**config.mk**
```make
export PLATFORM = sky130hd
export DESIGN_NAME = sram_2p_sync_init
export DESIGN_NICKNAME = d
export VERILOG_FILES = /design/src/rtl/sram_2p_sync_init.sv
export SDC_FILE = /design/constraint.sdc
export NUM_CORES = 2
export LEC_CHECK = 0
export ABC_AREA = 1
export CELL_PAD_IN_SITES_DETAIL_PLACEMENT = 2
export CELL_PAD_IN_SITES_GLOBAL_PLACEMENT = 2
export CORE_ASPECT_RATIO = 1.5
export CORE_MARGIN = 3
export CORE_UTILIZATION = 40
export DETAILED_ROUTE_END_ITERATION = 8
export GPL_ROUTABILITY_DRIVEN = 0
export MAX_ROUTING_LAYER = met4
export PLACE_DENSITY_LB_ADDON = 0.1
export REMOVE_ABC_BUFFERS = 1
export SETUP_SLACK_MARGIN = 0.4
export SYNTH_ARGS = -nofsm -noshare
export SYNTH_HDL_FRONTEND = slang
export SYNTH_SLANG_ARGS = --single-unit
```
**constraint.sdc**
```tcl
create_clock -name clock -period 28.8 [get_ports clock]
set_clock_uncertainty 0.2 [all_clocks]
set_input_delay 2.88 -clock clock [delete_from_list [all_inputs] [get_ports clock]]
set_output_delay 2.88 -clock clock [all_outputs]
set_load 0.01 [all_outputs]
```
**src/rtl/sram_2p_sync_init.sv**
```systemverilog
// One-clock 1R+1W synchronous SRAM model with masked writes, optional
// read-during-write forwarding and a zero-initialisation sweep after reset.
module sram_2p_sync_init #(
    parameter int DATA_WIDTH = 2,
    parameter int DEPTH      = 512,
    parameter int ADDR_WIDTH = 9,
    parameter int MASK_SEGS  = 1,
    parameter int BYPASS     = 1
) (
    input  logic                  clock,
    input  logic                  reset,
    input  logic                  r_en,
    input  logic [ADDR_WIDTH-1:0] r_addr,
    output logic [DATA_WIDTH-1:0] r_data,
    output logic                  r_valid,
    input  logic                  w_en,
    input  logic [ADDR_WIDTH-1:0] w_addr,
    input  logic [MASK_SEGS-1:0]  w_mask,
    input  logic [DATA_WIDTH-1:0] w_data,
    output logic                  init_done
);

    localparam int                  SEG       = DATA_WIDTH / MASK_SEGS;
    localparam logic [ADDR_WIDTH:0] DEPTH_EXT = (ADDR_WIDTH + 1)'(DEPTH);
    localparam logic [ADDR_WIDTH-1:0] LAST    = ADDR_WIDTH'(DEPTH - 1);

    typedef enum logic {
        INIT,
        READY
    } state_t;

    state_t                  state;
    state_t                  state_next;
    logic [ADDR_WIDTH-1:0]   cnt;
    logic [DATA_WIDTH-1:0]   mem [DEPTH];

    logic [DATA_WIDTH-1:0]   bit_mask;
    logic [DATA_WIDTH-1:0]   w_old;
    logic [DATA_WIDTH-1:0]   w_merged;
    logic [DATA_WIDTH-1:0]   r_word;
    logic                    w_ok;
    logic                    r_ok;
    logic                    w_fire;
    logic                    r_fire;
    logic                    fwd;

    // NOTE: state-holding processes use <= so every flop samples pre-edge values.
    always_ff @(posedge clock) begin
        if (reset) state <= INIT;
        else       state <= state_next;
    end

    // NOTE: defaults first so no path through the block leaves a latch.
    always_comb begin
        state_next = state;
        case (state)
            INIT:    if (cnt == LAST) state_next = READY;
            READY:   state_next = READY;
            default: state_next = INIT;
        endcase
    end

    always_ff @(posedge clock) begin
        if (reset)                              cnt <= '0;
        else if (state == INIT && cnt != LAST)  cnt <= cnt + ADDR_WIDTH'(1);
    end

    assign init_done = (state == READY);

    // Out-of-range addresses exist only when DEPTH is not a power of two.
    assign w_ok   = {1'b0, w_addr} < DEPTH_EXT;
    assign r_ok   = {1'b0, r_addr} < DEPTH_EXT;
    assign w_fire = init_done && w_en && w_ok;
    assign r_fire = init_done && r_en;
    assign fwd    = (BYPASS != 0) && w_fire && (r_addr == w_addr);

    always_comb begin
        bit_mask = '0;
        for (int i = 0; i < MASK_SEGS; i++) begin
            bit_mask[i*SEG +: SEG] = {SEG{w_mask[i]}};
        end
        w_old    = mem[w_addr];
        w_merged = (w_old & ~bit_mask) | (w_data & bit_mask);
        if (!r_ok)    r_word = '0;
        else if (fwd) r_word = w_merged;
        else          r_word = mem[r_addr];
    end

    // NOTE: the array has no reset branch; the sweep clears it one word per cycle.
    always_ff @(posedge clock) begin
        if (!reset) begin
            if (state == INIT) mem[cnt]    <= '0;
            else if (w_fire)   mem[w_addr] <= w_merged;
        end
    end

    always_ff @(posedge clock) begin
        if (reset) begin
            r_data  <= '0;
            r_valid <= 1'b0;
        end else begin
            r_valid <= r_fire;
            if (r_fire) r_data <= r_word;
        end
    end

endmodule

```
# Yosys cells after proc, flatten, opt, wreduce, memory -nomap -nowiden
# Memory sizes are Yosys's and may differ from the RTL's. A register that Yosys moved wholly into a read port is not among the register bits.
# Cells that the tools add are included.
op_classes:
  bitwise: 5
  reduce_logical: 4
  eq_ne: 2
  n_mux: 12
  addsub: 1
op_table:
  columns: ["operator", "n"]
  rows:
  - ["adder 9 x 1 -> 9 bit (second input constant)", 1]
  - ["equality test 9 bit (second input constant)", 1]
  - ["two-way mux 1 bit", 9]
  - ["two-way mux 9 bit", 1]
  - ["inequality test 9 bit (second input constant)", 1]
  - ["bitwise AND 2 bit", 2]
  - ["logical AND 1 bit", 3]
  - ["two-way mux 2 bit", 1]
  - ["inverter 2 bit", 1]
  - ["bitwise OR 2 bit", 1]
  - ["case mux 1 bit (2 select lines)", 1]
  - ["OR reduction 2 bit", 1]
  - ["inverter 1 bit", 1]
word_totals:
  n_memories: 1
  mem_bits_rw: 1024
  input_bits: 25
  wordCells: 28
  regBits: 11
memory_table:
  columns: ["name", "words", "width", "read_ports", "rd_clocked_by_memory_dff", "write_ports", "line_no", "rtl"]
  rows:
  - ["mem", 512, 2, 2, 1, 1, "35", "logic [DATA_WIDTH-1:0] mem [DEPTH];"]

# Longest topological paths before layout
depth:
  depth_word: 7
  ltp_mapped: 18
  mapped_depth_nobuf: 15

# Least setup slack after synthesis
# Ideal clock, no wire load.
synth_timing:
  path_kind: "input -> register"
  startpoint: "in w_addr[0]"
  endpoint: "mem mem[0][1], data pin"
  t_arrival_ps: 19414
  path_buffers: 3
  path_slack_ps: 5931
  setup_ps: 3255
  path_stages: 15
  cell_sequence: "buf_4 -> buf_2 -> clkbuf_1 -> nand2_1 -> nand3_1 -> nand3_1 -> nand3_1 -> nand3_1 -> nand2_1 -> nand2_1 -> nand3_1 -> nand3_1 -> nand2_1 -> nand2_1 -> a31oi_1"
synth_between:
  elab_chain_len: 4
synth_lines:
  columns: ["item", "line_no", "rtl"]
  rows:
  - ["start, declared", "17", "input logic [ADDR_WIDTH-1:0] w_addr,"]
  - ["memory (512 x 2 bit)", null, null]
  - ["bitwise AND 2 bit", "83", "w_merged = (w_old & ~bit_mask) | (w_data & bit_mask);"]
  - ["bitwise OR 2 bit", "83", null]
  - ["two-way mux 2 bit (no line)", null, null]
  - ["end, declared", "35", null]
# No other way between the ends.

# Worst setup path after layout
layout_timing:
  startpoint: "in w_addr[0]"
  endpoint: "mem mem[252][0], data pin"
# The elaborated chain is that of the path after synthesis.

==> key figures <==
Synthesis
  – Top post-synthesis cells by area: edfxtp_1, nand3_1, nand2_1
  – Post-synth EDFFs: around 1000
  – Mapped Avg Cell Area: 8.44 um2
  – Largest area contributor in the netlist: edfxtp_1
  – Syn Std Cell Area: around 0.054 mm2
  – Ys Warns: 0
  – Area share of the leading cell type in the synthesized netlist: 56.7%
  – Top_reg_cell synth: edfxtp_1
  – Seq/Total Area, Yosys: 57.2%
  – Cell count after synthesis: between 6000 and 7000
  – FFs w/ async S/R, synth: 0%
  – Count leader, synth: nand2_1
  – Synthesized flop and latch total: 1037
  – Post-synth top cells: nand2_1, nand3_1, edfxtp_1
  – Yosys cell types: 28

Clock tree
  – TritonCTS buffer count: about 110
  – H-tree level count: 3
  – Post-CTS resize count: 0
  – Setup repair bufs after CTS: 0
  – CTS clock-pin slew for the worst setup and hold paths: 0.06 ns
  – Post-CTS Hold Buffers: 0
  – CTS Buffer Depth: 3
  – CTS tree: done
  – Root Driver: clkbuf_16
  – Clk_lat worst skew: approximately 0.75 ns
  – Clock sinks: slightly above 1000

Global route
  – Gr ovfl total: 0
  – Total track usage: about a third
  – Initial antenna violation count: 7
  – Vias in the first global route: between 50000 and 60000
  – First-pass GRT wire length: about 350 mm
  – Largest net degree at the start of global routing: 227

Die
  – Placeable Area: between 0.1 and 0.15 mm2
  – Die Wd: a little over 300 um
  – I/O pin cnt: 29
  – FP Rows: ~160
  – Initial Utilization: around two fifths
  – Die height: ~460 um
  – Die ar.: roughly 0.14 mm2

STA
  – Slew headroom: 11.9%
  – Fin. max-slew vios: 0
  – Final setup violation count: 0
  – RSZ-0062 raised after global routing: false
  – Worst Max-Slew Pin Slew: about 1.3 ns
  – Fmax: roughly 100 MHz
  – Final Hold Fails: 0
  – Final period util: roughly a third
  – Hold_ws: 0.314 ns
  – Final min period: 9.68 ns
  – Final setup TNS: 0 ns

Critical path
  – Setup CP Type: input pin to flip-flop
  – Worst Setup Start Kind: input pin
  – Critical Path RT: just under 30 ns
  – WP data arrival: between 9 and 10 ns
  – Critical-path maximum fanout: about 130
  – Crit. End Element: flip-flop
  – Worst reg2reg path depth: 7

Route
  – Residual DRC: 0
  – M1 wire length: 93.8 mm
  – Post-Route WL: approximately 240 mm
  – Max layer used: met4
  – Met2 wire length: ~120 mm
  – Avg WL per Cell: between 30 and 40 um
  – DRT antenna net count: 0
  – 1st-iter DRT viols: about 4200
  – DR WL met3: 12.1 mm
  – Drt pass-1 iters: 7
  – DR vias: 49100
  – Vias per cell: 6.19

Cells and area
  – Post-layout util: between 40 and 50%
  – Share of cells above drive strength 1: 4.86%
  – Fin nets: between 6000 and 7000
  – Final std cells w/o fill: about 7900
  – Layout area overhead: 9.03%
  – # fillers: 14700

Power
  – Worst ir drop on vdd: 0.0530 mV
  – Leakage power: about 0.021 uW
  – PwrDens: around 59 mW/mm2
  – Final Power: 3500 uW

Min path
  – WHS Path Cells: 2
  – Hold crit path type: flip-flop to flip-flop

Outcome
  – Status: complete, no violations

Flow run
  – MaxCap Viol Count: 0

Place
  – DPL Wire Length: approximately 130 mm
  – Inst Count DP: 7736
  – IO buf count: 28
-- layout make-up --
cell class | count | area (um2) | area share, %
Sequential cell | 1037 | 31000 | 52.5
Multi-Input combinational cell | 4810 | 20900 | 35.3
Clock buffer | 133 | 2970 | 5.03
Tap cell | 1743 | 2180 | 3.69
Timing Repair Buffer | 103 | 951 | 1.61
Clock inverter | 69 | 881 | 1.49
Inverter | 43 | 206 | 0.349
Antenna cell | 4 | 10.0 | 0.0169
-- cells by family (layout without fill, tap and decap cells) --
family	after synthesis	count (layout)	synth area share [%]
compound gates	30	30	0.337
xor+xnor	5	5	0.0808
fa+ha+maj	2	2	0.0462
buf+inv	572	348	4.57
flops	1037	1037	57.2
other cells	0	4	0
simple gates	4773	4773	37.8
-- per-stage QoR --
stage	area [um2]	worst slack (ns)
2_1_floorplan	51900	2.46
3_3_place_gp	55200	18.58
3_5_place_dp	55200	18.56
4_1_cts	59100	19.35
5_1_grt	59100	18.79
6_report	59100	19.12
-- state kept, by name (all words and copies together) (netlist names) --
register   cells
r_data         2
mem         1024
cnt            9
r_valid        1
init_done      1
-- worst max-delay path, cell delays in order --
cell,delay (ns)
buf_8,0.23
inv_8,0.72
buf_4,0.71
buf_4,0.76
buf_4,0.69
nand2_1,0.19
nand3_1,0.12
nand3_1,0.09
nand3_1,0.10
nand3_1,0.07
nand2_1,0.22
nand2_1,0.08
nand3_1,0.11
nand3_1,0.19
nand2_1,0.10
nand2_1,0.10
a31oi_4,0.49
buf_4,0.90
buf_4,0.79
-- final timing paths --
kind | startpoint | to | slack [ns]
setup reg to reg | init_done$_SDFF_PP0_ | mem[415][1]$_DFFE_PP_ | 23.77
setup / recovery | w_addr[0] | mem[252][0]$_DFFE_PP_ | 19.12
hold / removal | cnt[7]$_SDFFE_PP0P_ | cnt[7]$_SDFFE_PP0P_ | 0.31
hold reg to reg | cnt[7]$_SDFFE_PP0P_ | cnt[7]$_SDFFE_PP0P_ | 0.31
-- routing by layer --
| layer | vias up | track usage [%] |
|---|---|---|
| li1 | 21300 | - |
| met3 | 554 | 3.99 |
| met1 | 25700 | 40.5 |
| met5 | - | - |
| met4 | 0 | 17.6 |
| met2 | 1544 | 60.1 |
-- cells in the final DEF (no fill, tap or decap), types with 2 or more instances in the layout --
cell | Yosys | routed
diode_2 | 0 | 4
nor3_1 | 11 | 11
inv_2 | 5 | 5
clkbuf_1 | 208 | 14
buf_6 | 0 | 2
inv_8 | 0 | 4
nand3_4 | 0 | 4
clkbuf_8 | 0 | 5
buf_8 | 0 | 4
clkinvlp_4 | 0 | 9
buf_4 | 1 | 69
dfxtp_1 | 13 | 13
nor2_1 | 538 | 537
buf_2 | 263 | 2
bufinv_16 | 0 | 21
nand4_1 | 3 | 3
a31oi_4 | 0 | 2
buf_12 | 0 | 8
clkinv_1 | 4 | 16
nand2_4 | 0 | 12
a21oi_1 | 6 | 6
edfxtp_1 | 1024 | 1024
inv_1 | 34 | 27
clkinv_2 | 0 | 25
inv_6 | 0 | 2
ha_1 | 2 | 2
o21ai_0 | 9 | 9
a211oi_1 | 2 | 2
xor2_1 | 4 | 4
o21ai_2 | 5 | 5
nand3_1 | 2008 | 2004
o21ai_1 | 4 | 4
clkbuf_16 | 0 | 114
nand2_1 | 2208 | 2196
nor2_2 | 3 | 4
inv_4 | 0 | 2
clkdlybuf4s50_1 | 0 | 18
-- report_power, final --
part | switching, uW | internal [uW] | leakage, uW | total [uW]
Sequential | 0.662 | 1630 | 0.0114 | 1630
Combinational | 242 | 66.9 | 0.00803 | 309
Clock | 639 | 918 | 0.00188 | 1560
Total | 881 | 2620 | 0.0213 | 3500
Note: power is estimated with default switching activity, not from simulation.
